--- config.mk ---
export PLATFORM = sky130hd
export DESIGN_NAME = ifu_fetch
export DESIGN_NICKNAME = d
export VERILOG_FILES = /design/src/rtl/ifu_fetch_pkg.sv /design/src/rtl/ifu_out_buf.sv /design/src/rtl/ifu_fetch.sv
export SDC_FILE = /design/constraint.sdc
export NUM_CORES = 1
export LEC_CHECK = 0
export ABC_AREA = 1
export BUFFER_PORTS_ARGS = -buffer_cell sky130_fd_sc_hd__buf_2
export CAP_MARGIN = 20
export CORE_AREA = 2 2 124 126
export CTS_CLUSTER_DIAMETER = 100
export DETAILED_ROUTE_END_ITERATION = 10
export DIE_AREA = 0 0 126 128
export GPL_TIMING_DRIVEN = 0
export PLACE_DENSITY = 0.75
export SYNTH_ARGS = -nofsm -noshare
export SYNTH_HDL_FRONTEND = slang
export SYNTH_HIERARCHICAL = 1
export SYNTH_SLANG_ARGS = --single-unit
--- constraint.sdc ---
create_clock -name clk -period 2.2 [get_ports clk]
set_input_delay 0.33 -clock clk [delete_from_list [all_inputs] [get_ports clk]]
set_output_delay 0.33 -clock clk [all_outputs]
set_load 0.1 [all_outputs]
--- src/rtl/ifu_fetch_pkg.sv ---
// ifu_fetch_pkg
// Shared constants and types for the instruction fetch unit.
//   ISA_WIDTH : width of PC, fetch address and instruction word
//   RESET_PC  : architectural PC after reset
//   PC_STEP   : sequential PC increment in bytes
//   state_t   : fetch FSM state encoding (2 bits)
//   align_pc  : clears the byte-offset bits of a redirect target
package ifu_fetch_pkg;

    localparam int ISA_WIDTH = 32;
    localparam logic [ISA_WIDTH-1:0] RESET_PC = 32'h8000_0000;
    localparam logic [ISA_WIDTH-1:0] PC_STEP  = 32'd4;

    typedef enum logic [1:0] {
        S_IDLE = 2'd0,
        S_REQ  = 2'd1,
        S_WAIT = 2'd2,
        S_HOLD = 2'd3
    } state_t;

    // Instructions are word aligned, so the two low address bits are dropped.
    function automatic logic [ISA_WIDTH-1:0] align_pc(input logic [ISA_WIDTH-1:0] target);
        return {target[ISA_WIDTH-1:2], 2'b00};
    endfunction

endpackage

--- src/rtl/ifu_out_buf.sv ---
// ifu_out_buf
// One-entry valid/ready holding register between fetch and decode.
//   clk, reset          : clock, asynchronous active-low reset
//   flush               : drop the buffered entry (wins over load)
//   load                : capture load_inst/load_pc and raise out_valid
//   load_inst, load_pc  : instruction word and its PC to capture
//   out_ready           : downstream accepts the entry
//   out_valid           : entry available
//   out_inst, out_pc    : buffered instruction and PC, stable while stalled
module ifu_out_buf
    import ifu_fetch_pkg::*;
(
    input  logic                 clk,
    input  logic                 reset,
    input  logic                 flush,
    input  logic                 load,
    input  logic [ISA_WIDTH-1:0] load_inst,
    input  logic [ISA_WIDTH-1:0] load_pc,
    input  logic                 out_ready,
    output logic                 out_valid,
    output logic [ISA_WIDTH-1:0] out_inst,
    output logic [ISA_WIDTH-1:0] out_pc
);

    // NOTE: sequential state is updated only with non-blocking assignments so
    // every flop samples the pre-edge value of every other flop.
    always_ff @(posedge clk or negedge reset) begin
        if (!reset) begin
            out_valid <= 1'b0;
            out_inst  <= '0;
            out_pc    <= RESET_PC;
        end else if (flush) begin
            out_valid <= 1'b0;
        end else if (load) begin
            out_valid <= 1'b1;
            out_inst  <= load_inst;
            out_pc    <= load_pc;
        end else if (out_valid && out_ready) begin
            out_valid <= 1'b0;
        end
    end

endmodule

--- src/rtl/ifu_fetch.sv ---
// ifu_fetch
// Instruction fetch unit: owns the PC, issues one SRAM read at a time,
// buffers the response and hands it to decode over valid/ready. Redirects
// from execute override sequential fetch and squash in-flight or buffered
// instructions.
//   clk, reset                : clock, asynchronous active-low reset
//   mem_ren, mem_raddr        : SRAM read request pulse and address (= pc)
//   mem_valid, mem_rdata      : SRAM response valid and instruction word
//   mem_pc                    : SRAM echo of the address that was read
//   redirect_valid/_pc        : control-flow redirect and its target
//   out_valid/ready/inst/pc   : decode handshake and payload
//   fetch_err                 : sticky, an accepted response echoed a wrong PC
module ifu_fetch
    import ifu_fetch_pkg::*;
(
    input  logic                 clk,
    input  logic                 reset,
    output logic                 mem_ren,
    output logic [ISA_WIDTH-1:0] mem_raddr,
    input  logic                 mem_valid,
    input  logic [ISA_WIDTH-1:0] mem_rdata,
    input  logic [ISA_WIDTH-1:0] mem_pc,
    input  logic                 redirect_valid,
    input  logic [ISA_WIDTH-1:0] redirect_pc,
    output logic                 out_valid,
    input  logic                 out_ready,
    output logic [ISA_WIDTH-1:0] out_inst,
    output logic [ISA_WIDTH-1:0] out_pc,
    output logic                 fetch_err
);

    state_t               state;
    logic [ISA_WIDTH-1:0] pc;
    logic                 kill;     // outstanding response belongs to a squashed fetch
    logic                 accept;
    logic                 flush_buf;

    assign mem_raddr = pc;

    // A response is kept only if no redirect arrived while it was in flight
    // and none is arriving in the same cycle.
    assign accept    = (state == S_WAIT) && mem_valid && !kill && !redirect_valid;
    assign flush_buf = (state == S_HOLD) && redirect_valid;

    // The next request leaves in the same cycle decode takes the buffered
    // instruction, giving one instruction per two cycles with a 1-cycle SRAM.
    // NOTE: every signal written in always_comb gets a default first so no
    // path leaves it unassigned and no latch is inferred.
    always_comb begin
        mem_ren = 1'b0;
        case (state)
            S_REQ:   mem_ren = !redirect_valid;
            S_HOLD:  mem_ren = !redirect_valid && out_ready;
            default: mem_ren = 1'b0;
        endcase
    end

    always_ff @(posedge clk or negedge reset) begin
        if (!reset) begin
            state     <= S_IDLE;
            pc        <= RESET_PC;
            kill      <= 1'b0;
            fetch_err <= 1'b0;
        end else begin
            case (state)
                S_IDLE: state <= S_REQ;

                S_REQ: begin
                    if (redirect_valid) pc <= align_pc(redirect_pc);
                    else                state <= S_WAIT;
                end

                S_WAIT: begin
                    if (redirect_valid) pc <= align_pc(redirect_pc);
                    if (mem_valid) begin
                        if (kill || redirect_valid) begin
                            kill  <= 1'b0;
                            state <= S_REQ;
                        end else begin
                            pc    <= pc + PC_STEP;
                            state <= S_HOLD;
                            if (mem_pc != pc) fetch_err <= 1'b1;
                        end
                    end else if (redirect_valid) begin
                        // Response still pending: remember to drop it.
                        kill <= 1'b1;
                    end
                end

                S_HOLD: begin
                    if (redirect_valid) begin
                        pc    <= align_pc(redirect_pc);
                        state <= S_REQ;
                    end else if (out_ready) begin
                        state <= S_WAIT;
                    end
                end

                default: state <= S_IDLE;
            endcase
        end
    end

    ifu_out_buf u_out_buf (
        .clk       (clk),
        .reset     (reset),
        .flush     (flush_buf),
        .load      (accept),
        .load_inst (mem_rdata),
        .load_pc   (pc),
        .out_ready (out_ready),
        .out_valid (out_valid),
        .out_inst  (out_inst),
        .out_pc    (out_pc)
    );

endmodule

Word level (Yosys, flattened, before mapping). Index checks and enable logic that the tools add are counted.

Flip-flop bits (word level): 101. Latch bits: 0. Bits in writable memories: 0. Bits in read-only memories: 0. Bits of input ports: 101. Output and inout port bits: 99. Logic and storage cells: 53. Memories kept: 0.

Add/subtract/negate cells: 1. $mul: 0. Divide/modulo/power cells: 0. Order comparisons: 0. Equal/unequal tests: 8. Shift operators: 0. Mux-type cells: 17. Bitwise operators: 2. Reduce and logical (&&, ||, !) cells: 18.

Operator list (count): 32-bit 2-to-1 mux (3); 32-bit one-hot mux with 2 select lines (1); 32-bit by 3-bit adder with 32-bit output (second input constant) (1); 32-bit != test (1); 2-bit 2-to-1 mux (5); 2-bit one-hot mux with 4 select lines (1); 1-bit logical AND (6); 1-bit 2-to-1 mux (6); 3-bit AND reduction (2); 2-bit == test (second input constant) (2); 2-bit != test (second input constant) (2); 4-bit AND reduction (1); 2-bit nonzero test (2); 3-bit != test (second input constant) (1); 3-bit nonzero test (1); 2-bit by 1-bit == test with 1-bit output (second input constant) (1); 1-bit zero test (2); 2-bit zero test (1); 2-bit by 1-bit != test with 1-bit output (second input constant) (1); 1-bit NOT (2); 1-bit one-hot mux with 2 select lines (1); 2-bit AND reduction (1); 2-bit OR reduction (1); 1-bit logical OR (1).

Logic depth before layout (Yosys ltp). Gate-level depths: netlist of run 1.

Depth after elaboration: 6. Depth in mapped cells: 12.

By module. Netlist of run 1, hierarchy kept.

By module, submodules not included: ifu_fetch (times used 1, cells an instance 525, area an instance 3233.1 um^2); ifu_out_buf (times used 1, cells an instance 283, area an instance 2588.7 um^2).

Worst setup path before layout of run 1. Ideal clock, no wire load.

Path kind: reg2reg. From: reg pc[3] (netlist: mem_raddr[3]). To: reg pc[28] (netlist: mem_raddr[28]). Library setup time: 0.120 ns. Data arrival time: 2.138 ns. Required time: 2.080 ns. Setup slack: -0.058 ns. Stages on the path, launching flop included: 13. Period minus slack after synthesis: 2.258 ns. Path through: dfrtp_1 -> ha_1 -> nand2_1 -> nor2_2 -> nand2_2 -> nor2_2 -> nand2_1 -> nand2_1 -> nand2_1 -> nand2_1 -> nand2_1 -> nand2_1 -> nand2_1.

Longest elaborated chain between the ends: 4.

RTL lines: start: declaration (line ifu_fetch.sv:33) `logic [ISA_WIDTH-1:0] pc;`; start signal: assignment (line ifu_fetch.sv:69) `if (redirect_valid) pc <= align_pc(redirect_pc);`; start signal: assignment (line ifu_fetch.sv:74) `if (redirect_valid) pc <= align_pc(redirect_pc);`; start signal: assignment (line ifu_fetch.sv:80) `pc <= pc + PC_STEP;`; 32-bit by 3-bit adder with 32-bit output (line ifu_fetch.sv:80); 32-bit 2-to-1 mux (line ifu_fetch.sv:76) `if (kill || redirect_valid) begin`; 32-bit 2-to-1 mux (line ifu_fetch.sv:75) `if (mem_valid) begin`; 32-bit one-hot mux with 2 select lines (line ifu_fetch.sv:65) `case (state)`.

No other way between the ends. A chain may end at the register's enable or synchronous reset.

Worst setup path in the final report of run 1.
From: reg state[0]. To: reg u_out_buf.out_pc[29].

Longest elaborated chain between the ends: 5. Elaborated cells between the ends (all ways): 8. Classes of those cells: 2 x eq/ne; 1 x bitwise; 5 x reduce/logical.

RTL lines: start: declaration (line ifu_fetch.sv:32) `state_t state;`; start signal: assignment (line ifu_fetch.sv:60) `state <= S_IDLE;`; start signal: assignment (line ifu_fetch.sv:66) `S_IDLE: state <= S_REQ;`; start signal: assignment (line ifu_fetch.sv:70) `else state <= S_WAIT;`; 2-bit == test (line ifu_fetch.sv:42) `assign accept = (state == S_WAIT) && mem_valid && !kill && !redirect_valid;`; 1-bit logical AND (3 in a row) (line ifu_fetch.sv:42); named net accept (line ifu_fetch.sv:35) `logic accept;`; 2-bit AND reduction (no line); end signal: assignment (line ifu_out_buf.sv:37) `out_pc <= load_pc;`; end: declaration (line ifu_out_buf.sv:22) `output logic [ISA_WIDTH-1:0] out_pc`.

The timed path passes the listed nets, and every way through them passes these cells.

==> run_results.csv, run 1 <==
group,metric,value,unit
status,outcome,"complete, no violations",
logic_synthesis,synth_top_flop_cell,"dfrtp_1",
floorplan,dieArea,16130,sq um
detailed_routing,dr.pass1.iters,5,
logic_synthesis,synth.distinct_cells,39,
sta,setup_viol,0,
grt,grt_max_degree,54,
logic_synthesis,synthTopCellsByCount,"nand2_1, dfrtp_1, nand3_1, nor2_1, inv_1",
detailed_routing,via_per_inst,4.955,
clock_tree,cts_tree,"done",
floorplan,coreArea,14860,sq um
final_layout,area_growth,27.08,%
final_layout,finalNetCount,1119,
hold_path,holdCritPathClass,"input port to asynchronous set/reset pin",
grt,grt_overflow_total,0,
logic_synthesis,syn-num-nets,910,
floorplan,io_pins,200,
worst_setup_path,rr_worst_depth,7,
sta,max_freq,518.3,MHz
detailed_routing,drtIter0Drc,564,
detailed_routing,ant_nets,0,
worst_setup_path,cp-end-kind,"flop",
worst_setup_path,rrSetupSlack,0.27,ns
worst_setup_path,crit_type,"flop to flop",
logic_synthesis,syn_avg_cell_area,7.205,sq um
logic_synthesis,synth.most_common_cell,"nand2_1",
logic_synthesis,netlist_area,5822,sq um
place,hpwl,14020,um
grt,grt_use_total,23.09,%
clock_tree,post-cts-setup-buffers,0,
sta,report.final.hold_viol_count,0,
final_layout,stdcell_area,7398,sq um
place,numPortBuffers,197,
sta,max_slew_margin,51.00,%
worst_setup_path,crit_fanout,10,
worst_setup_path,r2r-end,"u_out_buf/out_pc[29]$_DFFE_PN0P_",
final_layout,diodes,0,
clock_tree,cts-root-buf,"clkbuf_16",
place,dp.cells,1194,
floorplan,initial_utilization,39.17,%
logic_synthesis,synth_top_area_share,42.55,%
worst_setup_path,required,2.49,ns
sta,fin_crit,1.929,ns
clock_tree,cts-resized-gates,0,
detailed_routing,drc,0,
job,drv_cap,0,
logic_synthesis,ys_warn_count,6,
worst_setup_path,rr_startpoint,"state[0]$_DFFE_PN0P_",
logic_synthesis,synth_edf_count,0,
worst_setup_path,crit_arrival,2.22,ns
logic_synthesis,synth_area_leaders,"dfrtp_1, nand2_1, nand3_1",
place,gp_congestion,0.9036,
sta,finalClockSkew,0.004888,ns
worst_setup_path,critPathLaunchType,"flop",
clock_tree,cts_buffers,9,
grt,grt_pass1_wl,29350,um
detailed_routing,vias,5996,
final_layout,final_cells,1210,
logic_synthesis,async_flop_share,100.0,%
clock_tree,holdBufCountCts,0,
sta,tightest_slew,0.7349,ns
logic_synthesis,ys_ff_latch,101,
logic_synthesis,netlist_instances,808,
clock_tree,cts.path.max_buffers,2,
detailed_routing,wl_per_cell,15.23,um
sta,slew_violations,0,
final_layout,drive_above_1_share,27.69,%
detailed_routing,routed_wl,18430,um
clock_tree,htreeDepth,3,
floorplan,rows,45,
place,dpl_cell_area,7077,sq um
final_layout,fin_util,49.77,%
sta,finalCritPeriodShare,87.70,%
clock_tree,clk_latency,0.35,ns
clock_tree,cts_sinks,101,
grt,grt_pass1_vias,5634,
clock_tree,cts.clk_slew.worst_paths,0.07,ns
sta,rsz0062_at_grt,"no",
worst_setup_path,critPathLaunch,"state[0]$_DFFE_PN0P_",
floorplan,die_h,128,um
logic_synthesis,synth-seq-area-share,43.46,%
floorplan,die_w,126,um
grt,antenna_found_initial,0,
logic_synthesis,yosysTopAreaCell,"dfrtp_1",
worst max-delay path by stage:
stage                                              endpoint  slack (ns)  cells after the start
final                      u_out_buf/out_pc[29]$_DFFE_PN0P_        0.27                      7
after CTS                  u_out_buf/out_pc[29]$_DFFE_PN0P_        0.23                      7
after detailed placement    u_out_buf/out_pc[9]$_DFFE_PN0P_        0.07                      9
after global placement             mem_raddr[3]$_DFFE_PN0P_       -0.54                      1
after global routing      u_out_buf/out_inst[6]$_DFFE_PN0P_        0.12                      7
after floorplan                   mem_raddr[28]$_DFFE_PN0P_       -0.01                     12
cells in the final DEF, fill, tap and decap left out, drive strengths merged, types with 11 or more instances in the layout:
cell type and count:
nor2 72, clkbuf 13, nand3 86, dfrtp 99, a21oi 17, buf 228, xnor2 26, inv 61
o21ai 50, nor3 11, nand2 324
cells by family (layout without fill, tap and decap cells):
group / count (synthesis) / count (layout) / share of synthesized area [%]
xor+xnor: 29 / 29 / 4.363
fa+ha+maj: 1 / 1 / 0.2149
buf+inv: 94 / 308 / 7.543
simple gates: 504 / 504 / 37.01
compound gates: 79 / 79 / 7.415
flops: 101 / 101 / 43.46
per-layer routing:
| layer | up-vias | track usage, % | wire (um) |
|---|---|---|---|
| met5 | - | 0 | 0 |
| met4 | 0 | 8.533 | 416 |
| met3 | 31 | 4.549 | 1330 |
| met2 | 253 | 36.94 | 8612 |
| met1 | 2715 | 31.23 | 8073 |
| li1 | 2997 | - | - |
stage by stage:
stage          setup slack [ns]  hold slack, ns  setup TNS [ns]
6_report                 0.2705         0.02770               0
5_1_grt                  0.1169         0.07405               0
2_1_floorplan          -0.01243         0.03441        -0.01243
4_1_cts                  0.2310         0.06022               0
3_3_place_gp            -0.5413          0.4476          -36.17
3_5_place_dp            0.07459          0.4370               0
layout make-up:
cell class	instances	area (sq um)
timing repair buffer	198	1016
fill	1477	7466
inverter	60	230.2
clock inverter	7	96.34
tap	188	235.2
multi-input combinational	613	2855
buffer	34	209.0
sequential	101	2531
clock buffer	9	225.2
flip-flops by register name, summed over array words and instances (netlist names):
| signal | cells |
|---|---|
| mem_raddr | 32 |
| u_out_buf/out_inst | 32 |
| u_out_buf/out_pc | 32 |
| state | 2 |
| fetch_err | 1 |
| kill | 1 |
| u_out_buf/out_valid | 1 |
critical path, stage by stage (launching register included):
cell	delay, ns
dfrtp_1	0.43
inv_2	0.11
nand2_4	0.11
nor3_1	0.48
buf_4	0.30
buf_2	0.24
nand3_1	0.11
nand2_1	0.09
Power of run 1 is left out: the tool's default activity adds up to more than one toggle a clock period on the data nets, which glitch-free logic cannot reach.
==> inputs of run 2 (changes only) <==
--- a/config.mk
+++ b/config.mk
@@ -14,6 +14,7 @@
 export DIE_AREA = 0 0 126 128
 export GPL_TIMING_DRIVEN = 0
 export PLACE_DENSITY = 0.75
+export SETUP_SLACK_MARGIN = 0.4
 export SYNTH_ARGS = -nofsm -noshare
 export SYNTH_HDL_FRONTEND = slang
 export SYNTH_HIERARCHICAL = 1
==> run 2 against run 1 <==
Effect of this change:
- utilization is 0.44 points higher
- fmax is 12% higher
- worst hold slack better by 0.037 ns
- flip-flop and latch count stayed put
- critical path depth is 3 lower
- cell count hardly changed
- clock skew is 0.0016 ns higher
- register-to-register slack better by 0.23 ns
- via count is 1.3% higher
==> run_results.csv, run 2 (synthesis results as in run 1) <==
group,metric,value,unit
grt,grt_pass1_wl,28910,um
place,hpwl,13950,um
place,numPortBuffers,197,
floorplan,die_w,126,um
detailed_routing,routed_wl,18310,um
worst_setup_path,critPathLaunchType,"flop",
final_layout,fin_util,50.21,%
clock_tree,cts-root-buf,"clkbuf_16",
detailed_routing,wl_per_cell,15.12,um
hold_path,holdCritPathClass,"input port to asynchronous set/reset pin",
grt,grt_overflow_total,0,
detailed_routing,drc,0,
status,outcome,"complete, no violations",
sta,rsz0062_at_grt,"yes",
floorplan,coreArea,14860,sq um
worst_setup_path,crit_chain,"inv_1, nor2_1, nor2_2, buf_6",
sta,setup_viol,0,
grt,grt_use_total,22.82,%
worst_setup_path,required,1.87,ns
place,dp.cells,1194,
job,drv_cap,0,
floorplan,rows,45,
floorplan,dieArea,16130,sq um
grt,grt_pass1_vias,5513,
sta,tightest_slew,0.8062,ns
sta,finalCritPeriodShare,78.59,%
detailed_routing,wl_met1,7872,um
worst_setup_path,critPathMaxStageDelay,0.43,ns
final_layout,mostFrequentLayoutCells,"nand2_1, buf_2, nand3_1",
detailed_routing,met2_length,8593,um
place,gp_congestion,0.9252,
floorplan,io_pins,200,
detailed_routing,vias,6074,
detailed_routing,drtIter0Drc,508,
detailed_routing,wl_met3,1331,um
detailed_routing,ant_nets,0,
sta,worst_slack,0.4709,ns
final_layout,mostFrequentLayoutCell,"nand2_1",
clock_tree,htreeDepth,3,
final_layout,finalNetCount,1119,
worst_setup_path,crit_type,"flop to primary output",
detailed_routing,maxUsedRoutingLayer,"met4",
final_layout,area_growth,28.20,%
worst_setup_path,cp-end-kind,"primary output",
grt,antenna_found_initial,1,
worst_setup_path,slowest_stage,"dfrtp_1",
worst_setup_path,crit_fanout,5,
clock_tree,cts.clk_slew.worst_paths,0.07,ns
sta,report.final.hold_viol_count,0,
clock_tree,clk_latency,0.35,ns
place,pre_cts_ws,0.1391,ns
detailed_routing,dr.pass1.iters,5,
worst_setup_path,crit_arrival,1.40,ns
detailed_routing,via_per_inst,5.016,
sta,max_freq,578.3,MHz
sta,max_slew_margin,46.25,%
clock_tree,cts_buffers,9,
grt,grt_max_degree,61,
sta,fin_crit,1.729,ns
sta,finalClockSkew,0.006536,ns
final_layout,drive_above_1_share,30.92,%
floorplan,die_h,128,um
floorplan,initial_utilization,39.17,%
clock_tree,cts_tree,"done",
final_layout,final_cells,1211,
clock_tree,cts_sinks,101,
sta,slew_violations,0,
clock_tree,cts.path.max_buffers,2,
sta,setup_tns,0,ns
[run 2: changes by cell type in the layout (fill, tap and decap cells not counted), sizes merged]
| cell | change |
|---|---|
| clkinvlp | +4 |
| clkinv | -2 |
| bufinv | -2 |
| buf | -2 |
| clkbuf | +2 |
| diode | +1 |
[run 2: worst paths after layout]
path	startpoint	end	slack, ns	cells after the start
setup reg to reg	state[0]$_DFFE_PN0P_	mem_raddr[9]$_DFFE_PN0P_	0.50	9
hold reg to reg	u_out_buf/out_inst[29]$_DFFE_PN0P_	u_out_buf/out_inst[29]$_DFFE_PN0P_	0.47	2
setup / recovery	state[1]$_DFFE_PN0P_	mem_ren	0.47	4
min in group clk	redirect_pc[11]	mem_raddr[11]$_DFFE_PN0P_	0.19	3
max in group asynchronous	reset	u_out_buf/out_pc[31]$_DFFE_PN1P_	1.39	2
hold / removal	reset	mem_raddr[2]$_DFFE_PN0P_	0.06	1
[run 2: area by class of cell]
cell class / instances / area [sq um]
fillers: 1526 / 7401
multi-input cells: 613 / 2902
flip-flops and latches: 101 / 2575
repair buffers: 198 / 1017
well taps: 188 / 235.2
inverters: 60 / 230.2
clock buffers: 9 / 225.2
plain buffers: 34 / 217.7
clock inverters: 7 / 58.81
diodes: 1 / 2.502
[run 2: worst max-delay path: cells and delay by family, from the launching register on]
| kind | cells | cell delay (ns) |
|---|---|---|
| buffers and inverters | 2 | 0.42 |
| and+or+nand+nor | 2 | 0.19 |
| DFF | 1 | 0.43 |
[run 2: what timing repair did]
item / in CTS / in global routing
setup buffers: 0 / 0
gates resized for setup: 3 / 14
setup endpoints to repair: 62 / 51
hold buffers: 0 / 0
[run 2: metrics by stage]
stage                     hold slack [ns]  area (sq um)
after CTS                         0.08870          7407
after global routing               0.1243          7463
after global placement             0.4475          7091
after detailed placement           0.4529          7113
final                             0.06439          7463
after floorplan                   0.03441          5869
[run 2: routing by layer]
| metal | global-route usage [%] | vias up |
|---|---|---|
| li1 | - | 2996 |
| met1 | 31.28 | 2801 |
| met2 | 36.46 | 241 |
| met3 | 4.299 | 36 |
| met4 | 7.886 | 0 |
| met5 | 0 | - |
Power of run 2 is left out for the same reason.
